**src/rtl/instr_prefetch_buf.sv**
```systemverilog
// -----------------------------------------------------------------------------
// instr_prefetch_buf
//
// Instruction prefetch buffer between a core fetch stage and a single-cycle,
// never-stalling instruction memory. Reads are issued ahead of the core into a
// small FIFO of {byte address, instruction} entries. A credit rule keeps the
// buffered + in-flight count within the FIFO depth. A redirect (branch_i)
// flushes everything and starts fetching at the new target in the same cycle.
//
// Configuration macro:
//   INSTR_PREFETCH_EN  defined   -> DEPTH = 2 (one instruction per cycle
//                                   sustained, plus one cycle of slack)
//                      undefined -> DEPTH = 1 (single register of storage)
//
// Parameters:
//   ADDR_WIDTH  instruction-memory word-address width (MSB = boot region)
//   BOOT_ADDR   byte address of the first fetch after reset
//
// Ports:
//   clk, rst        clock; asynchronous active-high reset
//   fetch_enable_i  new memory reads are allowed only while high
//   branch_i        redirect request, target byte address on branch_addr_i
//   valid_o/ready_i instruction handshake towards the core
//   rdata_o/addr_o  instruction word and its byte address
//   mem_en_o        memory read strobe
//   mem_addr_o      memory word address
//   mem_we_o        always 0 (read-only port)
//   mem_be_o        always 4'hF
//   mem_rdata_i     read data, valid exactly one cycle after mem_en_o
//
// Handshake: valid_o/ready_i follow strict valid/ready rules. An instruction
// transfers (pops) in every cycle where valid_o && ready_i at the rising clock
// edge. While valid_o is high and ready_i low, addr_o/rdata_o hold the same
// instruction on following cycles unless branch_i or rst discards it.
// -----------------------------------------------------------------------------
module instr_prefetch_buf #(
   parameter int unsigned ADDR_WIDTH = 14,
   parameter logic [31:0] BOOT_ADDR  = 32'h0000_8000
) (
   input  logic                  clk,
   input  logic                  rst,
   input  logic                  fetch_enable_i,
   input  logic                  branch_i,
   input  logic [31:0]           branch_addr_i,
   output logic                  valid_o,
   input  logic                  ready_i,
   output logic [31:0]           rdata_o,
   output logic [31:0]           addr_o,
   output logic                  mem_en_o,
   output logic [ADDR_WIDTH-1:0] mem_addr_o,
   output logic                  mem_we_o,
   output logic [3:0]            mem_be_o,
   input  logic [31:0]           mem_rdata_i
);

`ifdef INSTR_PREFETCH_EN
   localparam int unsigned DEPTH = 2;
`else
   localparam int unsigned DEPTH = 1;
`endif

   // Each FIFO entry is {addr[31:0], instr[31:0]}; entry 0 is the head.
   localparam int unsigned EW      = 64;
   localparam logic [2:0]  DEPTH_C = 3'(DEPTH);

   // Registered state
   logic [31:0]         fptr_q,          fptr_d;
   logic [DEPTH*EW-1:0] fifo_q,          fifo_d;
   logic [1:0]          count_q,         count_d;
   logic                inflight_q,      inflight_d;
   logic                stale_q,         stale_d;
   logic [31:0]         inflight_addr_q, inflight_addr_d;

   // Combinational helpers
   logic [31:0] branch_tgt;
   logic        fifo_empty;
   logic        resp_ok;
   logic        valid;
   logic        pop;
   logic        head_pop;
   logic        push;
   logic [2:0]  occupancy;
   logic        issue;
   logic [1:0]  wr_idx;

   // Handshake, credit and output selection
   always_comb begin
      // Masking instead of slicing keeps the whole redirect bus in use; the
      // low two bits are simply dropped.
      branch_tgt = branch_addr_i & 32'hFFFF_FFFC;
      fifo_empty = (count_q == 2'd0);

      // The read issued last cycle returns now. A redirect in this cycle
      // discards it on the spot, so it is never presented or stored.
      resp_ok    = inflight_q & ~stale_q & ~branch_i;

      valid      = ~branch_i & (~fifo_empty | resp_ok);
      pop        = valid & ready_i;
      head_pop   = pop & ~fifo_empty;

      // The response goes into the FIFO unless it is bypassed straight out and
      // consumed in the same cycle.
      push       = resp_ok & ~(fifo_empty & pop);

      // Entries that would be held after this cycle if a new read were issued
      // now must stay below DEPTH: the read lands next cycle.
      occupancy  = {1'b0, count_q} + {2'b00, inflight_q} - {2'b00, pop};

      // A redirect always gets its read out (the FIFO is flushed this cycle,
      // so credit is free). Nothing issues while rst is high.
      issue      = ~rst & fetch_enable_i & (branch_i | (occupancy < DEPTH_C));

      valid_o    = valid;
      rdata_o    = 32'h0;
      addr_o     = 32'h0;
      if (valid) begin
         if (!fifo_empty) begin
            addr_o  = fifo_q[EW-1:32];
            rdata_o = fifo_q[31:0];
         end else begin
            addr_o  = inflight_addr_q;
            rdata_o = mem_rdata_i;
         end
      end

      mem_en_o   = issue;
      mem_addr_o = branch_i ? branch_tgt[ADDR_WIDTH+1:2] : fptr_q[ADDR_WIDTH+1:2];
      mem_we_o   = 1'b0;
      mem_be_o   = 4'hF;
   end

   // Next-state logic
   always_comb begin
      fifo_d = fifo_q;
      if (head_pop) begin
         fifo_d = fifo_q >> EW;
      end
      // Tail slot is computed after the head pop, so push+pop stays in place.
      wr_idx = count_q - {1'b0, head_pop};
      if (push) begin
         fifo_d[int'(wr_idx)*EW +: EW] = {inflight_addr_q, mem_rdata_i};
      end

      if (branch_i) begin
         count_d = 2'd0;
      end else begin
         count_d = count_q + {1'b0, push} - {1'b0, head_pop};
      end

      inflight_d      = issue;
      inflight_addr_d = branch_i ? branch_tgt : fptr_q;

      // With a one-cycle, non-stalling memory the response outstanding at a
      // redirect arrives in the redirect cycle itself and is dropped there by
      // resp_ok. The read issued alongside the redirect belongs to the new
      // stream, so the slot is never left marked stale.
      stale_d = 1'b0;

      fptr_d = fptr_q;
      if (branch_i) begin
         fptr_d = issue ? (branch_tgt + 32'd4) : branch_tgt;
      end else if (issue) begin
         fptr_d = fptr_q + 32'd4;
      end
   end

   always_ff @(posedge clk or posedge rst) begin
      if (rst) begin
         fptr_q          <= BOOT_ADDR;
         fifo_q          <= '0;
         count_q         <= 2'd0;
         inflight_q      <= 1'b0;
         stale_q         <= 1'b0;
         inflight_addr_q <= 32'h0;
      end else begin
         fptr_q          <= fptr_d;
         fifo_q          <= fifo_d;
         count_q         <= count_d;
         inflight_q      <= inflight_d;
         stale_q         <= stale_d;
         inflight_addr_q <= inflight_addr_d;
      end
   end

endmodule

```
**config.mk**
```make
export PLATFORM = sky130hd
export DESIGN_NAME = instr_prefetch_buf
export DESIGN_NICKNAME = d
export VERILOG_FILES = /design/src/rtl/instr_prefetch_buf.sv
export SDC_FILE = /design/constraint.sdc
export NUM_CORES = 1
export LEC_CHECK = 0
export CORE_MARGIN = 2
export CORE_UTILIZATION = 35
export CTS_BUF_LIST = sky130_fd_sc_hd__clkbuf_4 sky130_fd_sc_hd__clkbuf_8
export CTS_CLUSTER_DIAMETER = 30
export DETAILED_ROUTE_END_ITERATION = 10
export DONT_BUFFER_PORTS = 1
export PLACE_DENSITY = 0.49
export SLEW_MARGIN = 10
export SYNTH_ARGS = -nofsm -noshare
export SYNTH_HDL_FRONTEND = slang
export SYNTH_SLANG_ARGS = --single-unit
```
**constraint.sdc**
```tcl
create_clock -name clk -period 9.85 [get_ports clk]
set_input_delay 1.97 -clock clk [delete_from_list [all_inputs] [get_ports clk]]
set_output_delay 1.97 -clock clk [all_outputs]
set_load 0.01 [all_outputs]
```
==> results.py <==
metrics = {
    "outcome": {
        "status": "complete, no violations",
    },
    "synth": {
        "post-synth-top-count-cell": "nand2_1",
        "yosys-top-cells-count": "nand2_1, dfrtp_1, a21oi_1, a22o_1, xnor2_1",
        "yosys_most_used_dff": "dfrtp_1",
        "netlist.area_leader.share_pct": 44.4,
        "synth_area_leaders": "dfrtp_1, a22o_1, nand2_1",
        "synthAdderAreaFrac_pct": 1.68,
        "synth_edf_count": 0,
        "yosysTopAreaCell": "dfrtp_1",
        "ys_ff_latch": 128,
        "synth-compound-area-share_pct": 15.0,
        "yosysSeqAreaShare_pct": 44.7,
        "syn_avg_cell_area_um2": 9.44,
        "synth_top_family_by_area": "simple AND/OR/NAND/NOR gates",
        "synth_xor_area_share_pct": 6.36,
        "synthSimpleGateAreaFrac_pct": 19.3,
        "yosysWarnings": 0,
        "syn_inst": 759,
        "muxShareOfSynthArea_pct": 7.00,
        "synth_area_mm2": 0.00716,
        "synth_cell_type_count": 53,
        "synthArstFlopShare_pct": 100,
    },
    "cells_and_area": {
        "fillerInstances": 2012,
        "antenna_cells": 0,
        "drive_gt1_share_pct": 11.6,
        "nets": 798,
        "areaGrowthSynthToFinish_pct": 7.84,
    },
    "route": {
        "drt-initial-drc-count": 340,
        "drt-wirelength-per-cell_um": 19.4,
        "drt_first_pass_iters": 8,
        "wl_um": 19400,
        "postRouteAntennaNets": 0,
        "num_vias": 5597,
        "drc": 0,
        "viasPerCell": 5.58,
    },
    "floorplanning": {
        "chipWidth_um": 147,
        "pin_count": 154,
        "start_util_pct": 35.5,
        "core_area_mm2": 0.0202,
        "die_h_um": 147,
        "die-area_mm2": 0.0216,
        "rows": 52,
    },
    "global_route": {
        "grtUsageTotal_pct": 18.1,
        "antenna_found_initial": 0,
        "grt_start_max_net_pins": 86,
        "grt_pass1_wl_um": 30800,
        "grt_pass1_vias": 5594,
        "grt-ovfl-total": 0,
    },
    "placement": {
        "place_hpwl_um": 13200,
        "routabilityCongestion": 0.829,
        "portBuffers": 0,
    },
    "clocking": {
        "cts_hold_buf": 0,
        "clock-sinks": 128,
        "cts_resized": 0,
        "clk_pin_slew_ps": 60,
        "htree_num_levels": 4,
        "post_cts_buffers": 0,
        "cts_tree": "done",
        "clock_latency_ps": 440,
        "clockRootBuffer": "clkbuf_8",
        "clk_path_buf_depth": 2,
        "cts_made_buffers": 17,
    },
    "pwr": {
        "vdd_drop_max_v": 0.0000665,
        "power_density_mw_per_mm2": 228,
        "power.leakage_nw": 3.27,
    },
    "worst_setup_path": {
        "crit_path_start_kind": "input port",
        "rr_endpoint": "fptr_q[30]",
        "startpoint": "branch_i",
        "cp_max_fo": 69,
        "worst_ep_required_time_ps": 7880,
        "cp.arrival_ps": 4820,
        "crit_path_end_kind": "output pin",
        "r2r_cells": 15,
        "reg2reg_slack_ps": 5310,
        "critical_path.endpoint": "mem_en_o",
        "worstSetupPathType": "input port to output pin",
        "reg2reg_from": "count_q[1]",
    },
    "sta": {
        "period_needed_ps": 6790,
        "tightest_slew_ps": 1140,
        "maxSlewViolCount": 0,
        "period_share_pct": 68.9,
        "finalSetupTns_ps": 0,
        "max_slew_margin_pct": 23.6,
        "finalHoldViolCount": 0,
        "fin_worst_skew_ps": 5.04,
        "max_freq_ghz": 0.147,
        "finalSetupViolations": 0,
        "rsz0062_at_grt": "false",
        "whs_ps": 503,
    },
    "job": {
        "maxCapViolCount": 0,
    },
    "hold_path": {
        "hold_path.class": "register to register",
    },
}
cells by family (layout without fill, tap and decap cells):
| family | Yosys count | in the layout |
|---|---|---|
| AND/OR/NAND/NOR | 279 | 279 |
| AO/OA/AOI/OAI | 157 | 157 |
| flip-flops | 128 | 128 |
| buffers and inverters | 85 | 55 |
| XOR/XNOR | 52 | 52 |
| multiplexers | 47 | 47 |
| adder cells (fa/ha/maj) | 9 | 9 |
| other | 2 | 6 |
cell type report:
class	count	area (um^2)	share of cell area (%)
multi-input combinational	550	3580	46.4
sequential	128	3200	41.5
tap	270	338	4.37
clock buffer	23	310	4.02
clock inverter	9	176	2.28
inverter	16	62.6	0.810
timing repair buffer	7	52.6	0.680
registers in the layout, indices dropped and copies added (netlist names):
register         cells
count_q              2
inflight_addr_q     31
fptr_q              30
inflight_q           1
fifo_q              64
power by group:
| part | total (W) | switching, W | leakage, nW | internal (W) |
|---|---|---|---|---|
| registers | 0.000782 | 0.0000979 | 1.60 | 0.000684 |
| logic | 0.000434 | 0.000254 | 1.43 | 0.000181 |
| clock network | 0.000543 | 0.000205 | 0.246 | 0.000338 |
per-stage QoR:
| step | instance area, um^2 | std cells | util [%] | setup WS [ps] | power (W) |
|---|---|---|---|---|---|
| 2_1_floorplan | 7180 | 763 | - | 3640 | 0.00113 |
| 3_3_place_gp | 7240 | 971 | 35.9 | 3020 | 0.00121 |
| 3_5_place_dp | 7240 | 971 | 35.9 | 3030 | 0.00122 |
| 4_1_cts | 7720 | 1003 | 38.3 | 3020 | 0.00178 |
| 5_1_grt | 7720 | 1003 | 38.3 | 2800 | 0.00187 |
| 6_report | 7720 | 1003 | 38.3 | 3060 | 0.00176 |
layer usage:
metal	wire, um	vias to the layer above	GRT usage (%)
met5	0	-	0
met4	272	0	5.58
met3	1660	23	7.08
met2	8970	194	27.6
met1	8530	2790	23.8
li1	-	2590	-
worst min-delay path by stage:
stage / from / endpoint / slack [ps] / cells past startpoint
detailed placement: fifo_q[8] / fifo_q[8] / 480 / 1
global placement: inflight_addr_q[15] / fifo_q[47] / 480 / 1
global route: fifo_q[33] / fifo_q[33] / 510 / 1
CTS: inflight_addr_q[30] / fifo_q[62] / 510 / 1
floorplan: fifo_q[0] / fifo_q[0] / 470 / 1
finish: fifo_q[20] / fifo_q[20] / 500 / 1
layout by cell type (no fill, tap or decap), types with 5 or more instances in the layout:
master / netlist / routed
a22o_1: 65 / 65
nor4_1: 10 / 10
xor2_1: 15 / 15
nor3_1: 16 / 16
nand3_1: 23 / 23
o211ai_1: 6 / 6
nor2_1: 20 / 19
conb_1: 2 / 6
ha_1: 8 / 8
mux2_2: 25 / 25
mux2i_1: 22 / 22
bufinv_16: 0 / 5
clkbuf_8: 0 / 22
o21ai_0: 11 / 11
and4_1: 9 / 9
xnor2_1: 37 / 37
dfrtp_1: 127 / 127
and3_1: 6 / 6
nand4_1: 16 / 16
inv_1: 16 / 15
nand2_1: 150 / 150
a21oi_1: 65 / 65
buf_4: 23 / 7
critical path, cell delays in order:
cell      delay, ps
inv_1           710
o21ai_4         110
inv_1           180
and2_1          160
ha_1            220
inv_1            50
ha_1            130
inv_1            50
fa_1            520
and4bb_2        240
a22o_1          460
No activity file was read; power rests on OpenSTA's default activity.
